==> src/rtl/mul_arbiter.sv <==
// mul_arbiter: round-robin arbiter that lets two requesters share one multi-cycle multiplier.
// Define MUL_ARBITER_LOCK_EN to add lock_i, which re-grants the current owner back-to-back.
module mul_arbiter #(
    parameter int unsigned WIDTH = 8
) (
    input  logic                 clk_i,
    input  logic                 rst_i,
    input  logic [1:0]           req_i,
`ifdef MUL_ARBITER_LOCK_EN
    input  logic [1:0]           lock_i,
`endif
    input  logic [WIDTH-1:0]     a0_bi,
    input  logic [WIDTH-1:0]     b0_bi,
    input  logic [WIDTH-1:0]     a1_bi,
    input  logic [WIDTH-1:0]     b1_bi,
    output logic [1:0]           gnt_o,
    output logic [1:0]           done_o,
    output logic [2*WIDTH-1:0]   y_bo,
    output logic                 busy_o,
    output logic [WIDTH-1:0]     mul_a_bo,
    output logic [WIDTH-1:0]     mul_b_bo,
    output logic                 mul_start_o,
    input  logic                 mul_busy_i,
    input  logic [2*WIDTH-1:0]   mul_y_bi
);

    typedef enum logic [2:0] {
        IDLE,
        ISSUE,
        WAIT_HI,
        WAIT_LO,
        DONE
    } state_t;

    state_t               state_q, state_d;
    logic [1:0]           gnt_q, gnt_d;
    logic                 last_q, last_d;
    logic [2*WIDTH-1:0]   y_q, y_d;
    logic [WIDTH-1:0]     a_q, a_d;
    logic [WIDTH-1:0]     b_q, b_d;
    logic                 win;
`ifdef MUL_ARBITER_LOCK_EN
    logic                 lock_q, lock_d;
`endif

    // Winner index for the current IDLE cycle; the previous owner loses a tie.
    always_comb begin
        win = 1'b0;
        if (req_i == 2'b10) begin
            win = 1'b1;
        end else if (req_i == 2'b11) begin
            win = ~last_q;
        end
`ifdef MUL_ARBITER_LOCK_EN
        if (lock_q && req_i[last_q]) begin
            win = last_q;
        end
`endif
    end

    always_comb begin
        state_d = state_q;
        gnt_d   = gnt_q;
        last_d  = last_q;
        y_d     = y_q;
        a_d     = a_q;
        b_d     = b_q;
`ifdef MUL_ARBITER_LOCK_EN
        lock_d  = lock_q;
`endif
        unique case (state_q)
            IDLE: begin
`ifdef MUL_ARBITER_LOCK_EN
                lock_d = 1'b0;
`endif
                if (req_i != 2'b00) begin
                    gnt_d   = win ? 2'b10 : 2'b01;
                    a_d     = win ? a1_bi : a0_bi;
                    b_d     = win ? b1_bi : b0_bi;
                    state_d = ISSUE;
                end
            end
            ISSUE: begin
                state_d = WAIT_HI;
            end
            WAIT_HI: begin
                if (mul_busy_i) begin
                    state_d = WAIT_LO;
                end
            end
            WAIT_LO: begin
                if (!mul_busy_i) begin
                    y_d     = mul_y_bi;
                    state_d = DONE;
                end
            end
            DONE: begin
                last_d  = gnt_q[1];
                gnt_d   = '0;
                state_d = IDLE;
`ifdef MUL_ARBITER_LOCK_EN
                lock_d  = |(lock_i & req_i & gnt_q);
`endif
            end
            default: begin
                state_d = IDLE;
                gnt_d   = '0;
            end
        endcase
    end

    always_ff @(posedge clk_i or negedge rst_i) begin
        if (!rst_i) begin
            state_q <= IDLE;
            gnt_q   <= '0;
            last_q  <= 1'b1;
            y_q     <= '0;
            a_q     <= '0;
            b_q     <= '0;
        end else begin
            state_q <= state_d;
            gnt_q   <= gnt_d;
            last_q  <= last_d;
            y_q     <= y_d;
            a_q     <= a_d;
            b_q     <= b_d;
        end
    end

`ifdef MUL_ARBITER_LOCK_EN
    always_ff @(posedge clk_i or negedge rst_i) begin
        if (!rst_i) begin
            lock_q <= 1'b0;
        end else begin
            lock_q <= lock_d;
        end
    end
`endif

    // done_o and mul_start_o decode from state so reset clears them without a clock.
    assign gnt_o       = gnt_q;
    assign done_o      = (state_q == DONE) ? gnt_q : 2'b00;
    assign busy_o      = (state_q != IDLE);
    assign mul_start_o = (state_q == ISSUE);
    assign y_bo        = y_q;
    assign mul_a_bo    = a_q;
    assign mul_b_bo    = b_q;

endmodule
==> config.mk <==
export PLATFORM = sky130hd
export DESIGN_NAME = mul_arbiter
export DESIGN_NICKNAME = d
export VERILOG_FILES = /design/src/rtl/mul_arbiter.sv
export SDC_FILE = /design/constraint.sdc
export NUM_CORES = 1
export LEC_CHECK = 0
export ABC_AREA = 1
export CELL_PAD_IN_SITES_DETAIL_PLACEMENT = 1
export CELL_PAD_IN_SITES_GLOBAL_PLACEMENT = 1
export CORE_MARGIN = 10
export CORE_UTILIZATION = 30
export CTS_CLUSTER_DIAMETER = 80
export CTS_CLUSTER_SIZE = 25
export DETAILED_ROUTE_END_ITERATION = 6
export GPL_TIMING_DRIVEN = 0
export PLACE_DENSITY_LB_ADDON = 0.1
export SYNTH_ARGS = -nofsm -noshare
export SYNTH_HDL_FRONTEND = slang
export SYNTH_SLANG_ARGS = --single-unit
==> constraint.sdc <==
create_clock -name clk_i -period 3.48 [get_ports clk_i]
set_input_delay 0.696 -clock clk_i [delete_from_list [all_inputs] [get_ports clk_i]]
set_output_delay 0.696 -clock clk_i [all_outputs]
set_load 0.01 [all_outputs]
==> impl_metrics.tcl, run 1 <==
set metrics [dict create \
    status "completed" \
    worstPathMaxFanout 10 \
    cellLeakagePower_nw 1.41 \
    crit_arrival_ps 1860 \
    diodes 0 \
    period_needed_ps 2560 \
    finalHoldViolations 0 \
    gp_congestion 0.805 \
    drive_above_1_share 0.0895 \
    start_util 0.307 \
    synth_cell_types 20 \
    rows 28 \
    root_buffer "clkbuf_8" \
    power.switching_w 0.000836 \
    critPathLaunchType "flip-flop" \
    grt_max_degree 38 \
    clk_latency_ps 290 \
    synthMuxAreaShare 0 \
    cts_tree "built" \
    wirelength_mm 6.04 \
    pwr-share-comb 0.480 \
    synthAdderAreaFrac 0 \
    max_cap_violations 0 \
    viasPerCell 4.52 \
    grt_antenna_before_repair 0 \
    timing.slew.headroom 0.715 \
    fin_util 0.503 \
    timing.final.ws_setup_ps 921 \
    area_delta_synth_final_pct 63.8 \
    setup_viol 0 \
    power_density_nw_per_um2 803 \
    synth.avg_cell_area_um2 8.44 \
    grt_usage 0.128 \
    yosys.area.top_type "dfrtp_1" \
    hold_buffers 0 \
    io_pins 91 \
    synthesis.area_um2 1810 \
    final_max_slew_viol_count 0 \
    htreeDepth 2 \
    ant_nets 0 \
    worstSetupEndpointType "output port" \
    cts_resized 0 \
    pre_cts_ws_ps 1220 \
    port_buffers 90 \
    synth.area.top_cells "dfrtp_1 51%, nand2_1 19%, o211ai_1 5.8%" \
    synth_top_family_by_area "simple AND/OR/NAND/NOR gates" \
    finalCritPeriodShare 0.735 \
    grt_pass1_wl_mm 10.0 \
    synthCells 214 \
    die_y_um 97.6 \
    sw_frac_of_total 0.352 \
    drt_iter0_drc 42 \
    ir_drop_mv 0.371 \
    ys_warn_count 0 \
    die_area_um2 9520 \
    final_cell_mix "92 x nand2_1, 89 x clkdlybuf4s50_1, 37 x dfrtp_1, 21 x inv_1, 20 x o21ai_0" \
    cts.sinks 38 \
    dp_hpwl_mm 4.77 \
    ys_seq_area_frac 0.527 \
    hold-worst-slack_ps 186 \
    setup_tns_ps 0 \
    nNetsFinal 365 \
    dr.pass1.iters 4 \
    die_w_um 97.6 \
    drc 0 \
    synthXorXnorAreaFrac 0 \
    grt_remaining_overflow 0 \
    cts-buffers-inserted 5 \
    hold_path_class "in -> async" \
    cts_setup_buffers 0 \
    via_count 1755 \
    rsz0062_at_grt "no" \
    synth_compound_area_frac 0.128 \
    yosysTopAreaCellShare 0.513 \
    wire_per_inst_um 15.6 \
    coreArea_um2 5890 \
    tightest_slew_ps 427 \
    path_clk_slew_ps 80 \
    crit_type "reg -> out" \
    seq_power_share 0.324 \
    crit_required_ps 2780 \
    p_clk_frac 0.196 \
    p_int_w 0.00154 \
    syn-num-nets 267 \
    grt_pass1_vias 1903 \
    synth-seq-cells 38 \
    final_common_cell "nand2_1" \
    max_freq_ghz 0.391 \
    cts_max_path_buffers 2 \
    yosys.area_share.simple 0.263 \
    fin_skew_ps 5.62 \
]
==> final timing paths <==
kind	startpoint	endpoint	slack [ps]	cells past startpoint
max	state_q[1]$_DFFE_PN0P_	busy_o	920	5
min	rst_i	mul_a_bo[0]$_DFFE_PN0P_	190	1
max reg2reg	last_q$_DFFE_PN1N_	mul_b_bo[1]$_DFFE_PN0P_	2020	6
min reg2reg	y_bo[2]$_DFFE_PN0P_	y_bo[2]$_DFFE_PN0P_	480	2
max in group asynchronous	rst_i	last_q$_DFFE_PN1N_	2850	2
min in group clk_i	y_bo[2]$_DFFE_PN0P_	y_bo[2]$_DFFE_PN0P_	480	2
==> worst max-delay path: stages (launching register included) <==
cell	delay (ps)
dfrtp_1	320
buf_2	200
inv_2	80
nand2_4	160
buf_2	240
clkdlybuf4s50_1	570
==> area by class of cell <==
class / count / area [um2]
Fill cell: 689 / 2930
Sequential cell: 38 / 952
Timing Repair Buffer: 91 / 916
Multi-Input combinational cell: 144 / 706
Tap cell: 75 / 93.8
Inverter: 23 / 87.6
Clock buffer: 6 / 82.6
Clock inverter: 2 / 60.1
Buffer: 9 / 60.1
==> power by group through the flow <==
| stage | registers, W | logic (W) | clock network (W) |
|---|---|---|---|
| 2_1_floorplan | 0.000854 | 0.000459 | 0 |
| 3_3_place_gp | 0.000767 | 0.00115 | 0 |
| 3_5_place_dp | 0.000779 | 0.00117 | 0 |
| 4_1_cts | 0.000774 | 0.00117 | 0.000480 |
| 5_1_grt | 0.000800 | 0.00128 | 0.000500 |
| 6_report | 0.000769 | 0.00114 | 0.000465 |
==> flip-flops by register name, summed over array words and instances, names as in the netlist <==
name and count:
state_q 3, mul_b_bo 8, last_q 1, mul_a_bo 8
gnt_o 2, y_bo 16
==> through the flow <==
stage / instances / area, um2 / power, W
6_report: 388 / 2960 / 0.00237
5_1_grt: 388 / 2960 / 0.00258
4_1_cts: 388 / 2960 / 0.00243
3_5_place_dp: 380 / 2820 / 0.00195
3_3_place_gp: 379 / 2800 / 0.00192
2_1_floorplan: 214 / 1810 / 0.00131
==> Yosys cell counts <==
cell type / n
dfrtp_1: 37
clkinv_2: 1
nor2_1: 3
nand2_4: 1
o211ai_2: 2
clkbuf_1: 1
inv_1: 21
nand4_4: 1
o211ai_1: 14
nand2_1: 92
nor2_4: 2
nor2_8: 1
inv_2: 1
buf_8: 1
buf_6: 1
dfstp_2: 1
o21ai_0: 20
buf_2: 6
nand4_1: 3
nand3_1: 5
==> kinds of logic (layout without fill, tap and decap cells) <==
group,after synthesis,in the layout
buffers and inverters,32,131
flip-flops,38,38
AND/OR/NAND/NOR,108,108
AO/OA/AOI/OAI,36,36
==> routing by layer <==
layer | wire length, um | up-vias | GRT usage | part of all wire
li1 | - | 876 | - | -
met1 | 2470 | 832 | 0.143 | 0.41
met2 | 3150 | 43 | 0.224 | 0.52
met3 | 402 | 4 | 0.0505 | 0.067
met4 | 17 | 0 | 0.0268 | 0.0028
met5 | 0 | - | 0 | 0
(Power assumes the default switching activity.)
==> inputs of run 2 (changes only) <==
Settings changed: CORE_UTILIZATION 30 to 25.
Clock period 3.48 ns to 2.3 ns, I/O delays scaled along.
==> run 2 against run 1 <==
First-iteration DRC count fell by 40%. Design area barely moved. Sequential power rose by 51%. Worst setup slack got worse by 790 ps. Wire length rose by 2.5%. Power rose by 46%. Clock power rose by 21%. Core utilization fell by 7.4 points. Flip-flop and latch count did not move. Critical path type unchanged. Largest cell class unchanged. Largest power group unchanged. Highest routed layer unchanged.
==> impl_metrics.tcl, run 2 (synthesized netlist as in run 1, its figures left out) <==
set metrics [dict create \
    fin_skew_ps 4.92 \
    htreeDepth 2 \
    wirelength_mm 6.19 \
    slowest_delay_ps 590 \
    final_cells 409 \
    hold_path_class "reg -> reg" \
    max_cap_violations 0 \
    dr.pass1.iters 4 \
    path_clk_slew_ps 70 \
    grt_usage 0.115 \
    r2r-end "mul_a_bo[1]$_DFFE_PN0P_" \
    final_max_slew_viol_count 0 \
    fillers 827 \
    crit_type "reg -> out" \
    reg2reg_from "last_q$_DFFE_PN1N_" \
    grt_remaining_overflow 0 \
    clk_latency_ps 300 \
    grt_antenna_before_repair 0 \
    cts_max_path_buffers 2 \
    fin_area_um2 2960 \
    status "completed" \
    die_area_um2 11000 \
    crit_buf_inv 3 \
    holdPathStages 2 \
    cts_tree "built" \
    port_buffers 90 \
    rrSetupSlack_ps 840 \
    crit_required_ps 1840 \
    ir_drop_mv 0.362 \
    grt_pass1_wl_mm 10.4 \
    io_pins 91 \
    diodes 0 \
    root_buffer "clkbuf_8" \
    gp_congestion 0.681 \
    nNetsFinal 365 \
    path_cells "buf_2 > inv_2 > nand2_4 > clkdlybuf4s50_1" \
    worstSetupEndpointType "output port" \
    cp_top_family "buffers and inverters" \
    finalCritPeriodShare 0.941 \
    fin_util 0.429 \
    viasPerCell 4.29 \
    grt_pass1_vias 2020 \
    die_y_um 105 \
    coreArea_um2 6910 \
    cellLeakagePower_nw 1.41 \
    finalHoldViolations 0 \
    rsz0062_at_grt "no" \
    largest_register_ff_count 16 \
    hold_start "y_bo[8]$_DFFE_PN0P_" \
    cts.sinks 38 \
    rr_worst_depth 6 \
    final_cell_mix "91 x nand2_1, 87 x clkdlybuf4s50_1, 36 x dfrtp_1, 21 x inv_1, 20 x o21ai_0" \
    die_w_um 105 \
    dpl_cell_area_um2 2840 \
    hold_end "y_bo[8]$_DFFE_PN0P_" \
    drc 0 \
    drt_iter0_drc 25 \
    power_density_nw_per_um2 1170 \
    pre_cts_ws_ps 281 \
    cts-buffers-inserted 5 \
    area_delta_synth_final_pct 64.0 \
    hold-worst-slack_ps 480 \
    timing.final.ws_setup_ps 135 \
    via_count 1756 \
    drive_above_1_share 0.0895 \
    max_freq_ghz 0.462 \
    worstPathMaxFanout 19 \
    cp_slowest_cell "clkdlybuf4s50_1" \
    rows 30 \
    grt_max_degree 37 \
    place_inst 401 \
    tightest_slew_ps 412 \
    dp_hpwl_mm 4.85 \
    cts_setup_buffers 0 \
    final_common_cell "nand2_1" \
    period_needed_ps 2160 \
    setup_viol 0 \
    timing.slew.headroom 0.725 \
    ant_nets 0 \
    crit_arrival_ps 1700 \
    critPathLaunchType "flip-flop" \
    start_util 0.261 \
    wire_per_inst_um 15.1 \
]
==> run 2: cell types whose count changed in the layout (fill, tap and decap cells not counted), sizes merged <==
cell,previous run,this run
buf,10,9
clkbuf,7,8
bufinv,2,1
dlygate4sd2,0,1
clkdlybuf4s50,89,87
dlymetal6s2s,0,1
dlygate4sd3,0,1
==> run 2: worst min-delay path: stages, from the launching register on <==
cell and delay (ps):
dfrtp_1 350, nand2_1 50, nand2_1 50
==> run 2: layer usage <==
metal / global-route usage / up-vias / routed length, um
met5: 0 / - / 0
li1: - / 875 / -
met2: 0.200 / 45 / 3120
met3: 0.0418 / 8 / 432
met4: 0.0500 / 0 / 105
met1: 0.124 / 828 / 2530
==> run 2: area by class of cell <==
class | instances | area [um2] | area share
multi-input combinational | 144 | 711 | 0.240
tap | 96 | 120 | 0.0406
clock inverter | 1 | 30.0 | 0.0101
buffer | 8 | 55.1 | 0.0186
timing repair buffer | 92 | 927 | 0.313
clock buffer | 7 | 76.3 | 0.0258
inverter | 23 | 87.6 | 0.0296
sequential | 38 | 953 | 0.322
==> run 2: worst max-delay path by stage <==
| stage | startpoint | endpoint | depth (start not counted) |
|---|---|---|---|
| after floorplan | state_q[1]$_DFFE_PN0P_ | done_o[0] | 4 |
| after global placement | rst_i | y_bo[15]$_DFFE_PN0P_ | 1 |
| after detailed placement | state_q[0]$_DFFE_PN0P_ | busy_o | 4 |
| after CTS | state_q[1]$_DFFE_PN0P_ | done_o[0] | 5 |
| after global routing | state_q[1]$_DFFE_PN0P_ | busy_o | 4 |
| final | state_q[1]$_DFFE_PN0P_ | busy_o | 4 |
==> run 2: report_power, final <==
group	switching (W)	leakage [nW]	internal, W
combinational	0.000859	0.892	0.000873
sequential	0.000173	0.470	0.000988
clock	0.000238	0.0524	0.000325
total	0.00127	1.41	0.00219
==> run 2: through the flow <==
step           setup TNS [ps]  power, W
3_5_place_dp                0   0.00295
6_report                    0   0.00346
5_1_grt                     0   0.00377
3_3_place_gp           -12240   0.00291
4_1_cts                     0   0.00354
2_1_floorplan               0   0.00199
==> run 2: repair_timing <==
| action | CTS | global route |
|---|---|---|
| resized for setup | 2 | 3 |
| cloned | 0 | 0 |
| pin swaps | 0 | 0 |
| endpoints found under the hold margin | 2 | 0 |
| hold buffers | 1 | 0 |
| setup endpoints to repair | 2 | 1 |
